--- src/rtl/control_sequencer.sv ---
// Hardwired control unit: fetch (T0-T2) then opcode-dependent execute steps (T3-T6),
// with a terminal HALT state left only through the synchronous active-low clear.
module control_sequencer (
    input  logic        clk,
    input  logic        clr,
    input  logic [31:0] IR,
    input  logic        Stop,
    output logic [15:0] R_rd,
    output logic [15:0] R_wrt,
    output logic        PC_out,
    output logic        MDR_out,
    output logic        Zhi_out,
    output logic        Zlo_out,
    output logic        HI_out,
    output logic        LO_out,
    output logic        C_out,
    output logic        MAR_rd,
    output logic        PC_rd,
    output logic        MDR_rd,
    output logic        IR_rd,
    output logic        Y_rd,
    output logic        Zlo_rd,
    output logic        Zhi_rd,
    output logic        HI_rd,
    output logic        LO_rd,
    output logic        IncPC,
    output logic        Read,
    output logic [4:0]  op_sel,
    output logic        Run
);

    typedef enum logic [3:0] {
        StRst, StT0, StT1, StT2, StT3, StT4, StT5, StT6, StHalt
    } state_e;

    typedef enum logic [2:0] {
        ClsNop, ClsAlu, ClsImm, ClsMulDiv, ClsUnary, ClsHalt
    } cls_e;

    state_e      state_q, state_d;
    logic [16:0] fields_q;
    logic [16:0] fields;
    logic [4:0]  opcode;
    logic [3:0]  ra, rb, rc;
    cls_e        cls;
    logic [4:0]  imm_op;
    logic        unused_ir_bits;

    function automatic logic [15:0] sel16(input logic [3:0] n);
        sel16 = 16'd1 << n;
    endfunction

    always_ff @(posedge clk) begin
        if (!clr) begin
            state_q  <= StRst;
            fields_q <= '0;
        end else begin
            state_q <= state_d;
            if (state_q == StT3) begin
                fields_q <= IR[31:15];
            end
        end
    end

    // T3 decodes straight from IR; later steps use the copy captured at the end of T3.
    assign fields         = (state_q == StT3) ? IR[31:15] : fields_q;
    assign opcode         = fields[16:12];
    assign ra             = fields[11:8];
    assign rb             = fields[7:4];
    assign rc             = fields[3:0];
    assign unused_ir_bits = ^IR[14:0];

    always_comb begin
        cls    = ClsNop;
        imm_op = 5'b00000;
        case (opcode)
            5'b00011, 5'b00100, 5'b00101, 5'b00110, 5'b00111,
            5'b01000, 5'b01001, 5'b01010, 5'b01011: cls = ClsAlu;
            5'b01100: begin cls = ClsImm; imm_op = 5'b00011; end
            5'b01101: begin cls = ClsImm; imm_op = 5'b00101; end
            5'b01110: begin cls = ClsImm; imm_op = 5'b00110; end
            5'b01111, 5'b10000: cls = ClsMulDiv;
            5'b10001, 5'b10010: cls = ClsUnary;
            5'b11011: cls = ClsHalt;
            default:  cls = ClsNop;
        endcase
    end

    always_comb begin
        R_rd    = '0;
        R_wrt   = '0;
        PC_out  = 1'b0;
        MDR_out = 1'b0;
        Zhi_out = 1'b0;
        Zlo_out = 1'b0;
        HI_out  = 1'b0;
        LO_out  = 1'b0;
        C_out   = 1'b0;
        MAR_rd  = 1'b0;
        PC_rd   = 1'b0;
        MDR_rd  = 1'b0;
        IR_rd   = 1'b0;
        Y_rd    = 1'b0;
        Zlo_rd  = 1'b0;
        Zhi_rd  = 1'b0;
        HI_rd   = 1'b0;
        LO_rd   = 1'b0;
        IncPC   = 1'b0;
        Read    = 1'b0;
        op_sel  = 5'b00000;
        Run     = 1'b1;
        state_d = state_q;

        unique case (state_q)
            StRst: state_d = StT0;
            StT0: begin
                PC_out  = 1'b1;
                MAR_rd  = 1'b1;
                IncPC   = 1'b1;
                state_d = StT1;
            end
            StT1: begin
                Read    = 1'b1;
                MDR_rd  = 1'b1;
                state_d = StT2;
            end
            StT2: begin
                MDR_out = 1'b1;
                IR_rd   = 1'b1;
                state_d = StT3;
            end
            StT3: begin
                unique case (cls)
                    ClsAlu, ClsImm: begin
                        R_wrt   = sel16(rb);
                        Y_rd    = 1'b1;
                        state_d = StT4;
                    end
                    ClsMulDiv: begin
                        R_wrt   = sel16(ra);
                        Y_rd    = 1'b1;
                        state_d = StT4;
                    end
                    ClsUnary: begin
                        R_wrt   = sel16(rb);
                        op_sel  = opcode;
                        Zlo_rd  = 1'b1;
                        state_d = StT4;
                    end
                    ClsHalt: state_d = StHalt;
                    default: state_d = Stop ? StHalt : StT0;
                endcase
            end
            StT4: begin
                unique case (cls)
                    ClsAlu: begin
                        R_wrt   = sel16(rc);
                        op_sel  = opcode;
                        Zlo_rd  = 1'b1;
                        state_d = StT5;
                    end
                    ClsImm: begin
                        C_out   = 1'b1;
                        op_sel  = imm_op;
                        Zlo_rd  = 1'b1;
                        state_d = StT5;
                    end
                    ClsMulDiv: begin
                        R_wrt   = sel16(rb);
                        op_sel  = opcode;
                        Zlo_rd  = 1'b1;
                        Zhi_rd  = 1'b1;
                        state_d = StT5;
                    end
                    ClsUnary: begin
                        Zlo_out = 1'b1;
                        R_rd    = sel16(ra);
                        state_d = Stop ? StHalt : StT0;
                    end
                    default: state_d = StT0;
                endcase
            end
            StT5: begin
                unique case (cls)
                    ClsAlu, ClsImm: begin
                        Zlo_out = 1'b1;
                        R_rd    = sel16(ra);
                        state_d = Stop ? StHalt : StT0;
                    end
                    ClsMulDiv: begin
                        Zlo_out = 1'b1;
                        LO_rd   = 1'b1;
                        state_d = StT6;
                    end
                    default: state_d = StT0;
                endcase
            end
            StT6: begin
                Zhi_out = 1'b1;
                HI_rd   = 1'b1;
                state_d = Stop ? StHalt : StT0;
            end
            StHalt: Run = 1'b0;
            default: state_d = StRst;
        endcase
    end

endmodule

--- config.mk ---
export PLATFORM = sky130hd
export DESIGN_NAME = control_sequencer
export DESIGN_NICKNAME = d
export VERILOG_FILES = /design/src/rtl/control_sequencer.sv
export SDC_FILE = /design/constraint.sdc
export NUM_CORES = 1
export LEC_CHECK = 0
export BUFFER_PORTS_ARGS = -buffer_cell sky130_fd_sc_hd__buf_2
export CAP_MARGIN = 20
export CORE_ASPECT_RATIO = 1.25
export CORE_MARGIN = 2
export CORE_UTILIZATION = 40
export DETAILED_ROUTE_END_ITERATION = 16
export GPL_ROUTABILITY_DRIVEN = 0
export PLACE_DENSITY = 0.78
export SETUP_SLACK_MARGIN = 0.15
export SLEW_MARGIN = 20
export SYNTH_ARGS = -nofsm -noshare
export SYNTH_HDL_FRONTEND = slang
export SYNTH_SLANG_ARGS = --single-unit
--- constraint.sdc ---
create_clock -name clk -period 2.6 [get_ports clk]
set_input_delay 0.13 -clock clk [delete_from_list [all_inputs] [get_ports clk]]
set_output_delay 0.13 -clock clk [all_outputs]
set_load 0.03 [all_outputs]
==> results.md <==
- Status: complete, but fails checks
- DPL Wire Length: 6170 um
- # nets final: 489
- FFs w/ async S/R, synth: 0%
- Worst VDD drop: 188 uV
- WP data required: 2.47 ns
- Vias in the first global route: 2,975
- Clock share of power: about a quarter
- Non-filler cells in the finished layout: 519
- Worst hold path type: in2reg
- TritonCTS buffer count: 3
- Starting Density: 40.8%
- Fin area: 3820 um^2
- Hold slack: 0.136 ns
- Final setup viols: 20
- Placed cell count: 495
- PortBufs: 72
- Core Util, Final: between 60% and 70%
- Max Cap Viol: 0
- Core ar.: 5740 um^2
- Final-report hold violation count: 0
- Dpl ws: -0.0407 ns
- Final Worst Setup Slack: -0.327 ns
- Placed Area: 3100 um^2
- Final Skew: 0.00636 ns
- Worst-Skew Late Latency: roughly 0.27 ns
- Share of total power in combinational logic: around 39%
- CTS Hold Buffers Added: 0
- Multi-input logic area: ~2200 um^2
- Sequential share of the synthesized area: 17.9%
- Count of cell types in the netlist: 57
- Largest net degree at the start of global routing: 24
- FMAX: between 300 and 400 MHz
- Main synth FF type: dfxtp_1
- Internal power: between 0.5 and 0.6 mW
- Critical path class: reg2out
- Max-slew violations: 0
- Drc violations: 0
- Final wirelength: approximately 9600 um
- FF+latch count, synth: 21
- Die ar.: 6490 um^2
- Layout cells sized above 1: a little under half
- Setup repair after global routing missed its margin: yes
- Net Sw Power: 0.362 mW
- Clock Sinks: 21
- Switching Share: 38.0%
- Static Leak: 1.46 nW
- Slew headroom: 51.7%
- Global-route wire length before repair: roughly 13,000 um
- GRT Util Overall: about a quarter
- IO Pins: 91
- Worst setup SP type: flip-flop
- Root Buffer: clkbuf_8
- 1st-iter DRT viols: 265
- Max clock buf depth: 2
- P per Cell Area: approximately 250 nW/um^2
- Die H: 89.6 um
- Post-Syn Instances: 353
- H-tree levels: 1
- DRT antenna net count: 0
- Yosys Warn Count: 0
- GRT overflow: 0
- Worst Path Arrival: 2.80 ns
- Clock-pin transition on the worst setup and hold timing paths: approximately 0.09 ns
- Avg Vias per Cell: 6.26
- CTS tree: built
- Initial antenna violation count: 0
- WL/cell: 18.5 um
- Die X: ~72 um
- Register Area: 423 um^2
- DRT Pass-1 Iters: 5
- Row count: 31
- CP max FO: 5
- Tmin final: ~2.9 ns
- Post-synth EDFFs: 0
- N_diodes: 0
- Fin crit share: 113%
- Fillers: 442
- Synthesized area: around 2300 um^2
- Synthesized area per cell: roughly 6.6 um^2
- Sequential Power Share: 36.6%
- Violated checks: setup timing
- Setup crit end kind: output port
- Via count: 3,247
- Actual slew at the worst max-slew pin: 0.718 ns
- Layout area overhead: 63.0%
[worst max-delay path: stages (launching register included)]
cell and delay [ns]:
dfxtp_2 0.33, or4b_4 0.56, buf_6 0.16, buf_4 0.14
buf_12 0.13, nand4_1 0.09, a31oi_2 0.19, o22ai_4 0.27
buf_4 0.19, nand3_1 0.11, o211ai_1 0.16, buf_4 0.21
[state kept, by name, summed over array words and instances, names as in the netlist]
| register | flops |
|---|---|
| fields_q | 17 |
| state_q | 4 |
[power by group through the flow]
stage / logic [mW] / clock network, mW / registers (mW)
after global placement: 0.299 / 0 / 0.352
after CTS: 0.317 / 0.231 / 0.346
after global routing: 0.399 / 0.239 / 0.350
final: 0.373 / 0.229 / 0.348
after floorplan: 0.227 / 0 / 0.347
after detailed placement: 0.305 / 0 / 0.353
[layer usage]
layer	routed length (um)	part of all wire, %	track usage [%]	vias to the layer above
met4	491	5.1	13.3	0
met2	4950	51	47.8	169
met5	0	0	0	-
met3	646	6.7	3.38	61
met1	3530	37	28.4	1550
li1	-	-	-	1467
[cells in the final DEF (no fill, tap or decap), types with 4 or more instances in the layout]
master	instances
a21boi_0	12
buf_2	33
xnor2_1	4
nand2_1	57
a21oi_1	12
nor2b_1	7
inv_1	13
nand3b_1	8
buf_4	53
a21oi_2	4
o21ai_0	6
nand4_1	5
o221ai_2	4
dfxtp_1	19
nor2_1	18
o211ai_1	5
buf_6	37
o221ai_4	4
nor3_1	6
mux2i_1	6
nand3_1	19
nor2_2	19
[synthesized netlist by cell type, drive strengths merged (7+ instances only)]
cell	instances	share of area [%]
buf	20	5.7
clkbuf	15	2.5
dfxtp	21	18
inv	13	2.1
nor3	9	1.9
a21boi	12	3.8
mux2i	9	4.4
nand3b	8	2.6
nor2	40	6.5
nor2b	7	1.9
nand3	21	4.5
o221ai	8	3.0
o21ai	10	2.1
a21oi	17	3.6
a31oi	7	1.9
nand2	62	9.9
[worst paths after layout]
kind                                   from     endpoint  slack, ns  depth (start not counted)
worst max-delay path             state_q[1]     R_wrt[8]      -0.33                         11
worst min-delay path                 IR[21]  fields_q[6]       0.14                          3
worst max register to register   state_q[1]   state_q[2]       0.41                          9
worst min register to register  fields_q[5]  fields_q[5]       0.52                          2
[what timing repair did]
| item | CTS | global route |
|---|---|---|
| endpoints found under the setup margin | 37 | 42 |
| gates resized for setup | 42 | 105 |
| cloned | 0 | 1 |
| setup buffers | 5 | 14 |
| pin swaps | 6 | 11 |
[final cells by class]
class                           count  area share, %
Timing Repair Buffer              128           27.8
Sequential cell                    21           11.1
Tap cell                           66           2.16
Clock buffer                        4           1.18
Multi-Input combinational cell    287           56.6
Inverter                           13           1.28
[metrics by stage]
stage | power (mW) | setup TNS (ns)
after floorplan | 0.575 | -0.812
after global placement | 0.651 | 0
after detailed placement | 0.658 | -0.130
after CTS | 0.893 | -2.71
after global routing | 0.988 | -5.33
final | 0.950 | -3.58
[kinds of logic (layout without fill, tap and decap cells)]
| logic type | count (synthesis) | after routing | synth area share [%] |
|---|---|---|---|
| muxes | 11 | 11 | 5.50 |
| DFF | 21 | 21 | 17.9 |
| xor gates and xnor gates | 5 | 5 | 1.87 |
| and+or+nand+nor | 179 | 179 | 37.6 |
| buffers and inverters | 48 | 145 | 10.2 |
| AOI/OAI and AO/OA | 88 | 89 | 26.7 |
| other | 1 | 3 | 0.160 |
Power figures use the tool's default switching activity.
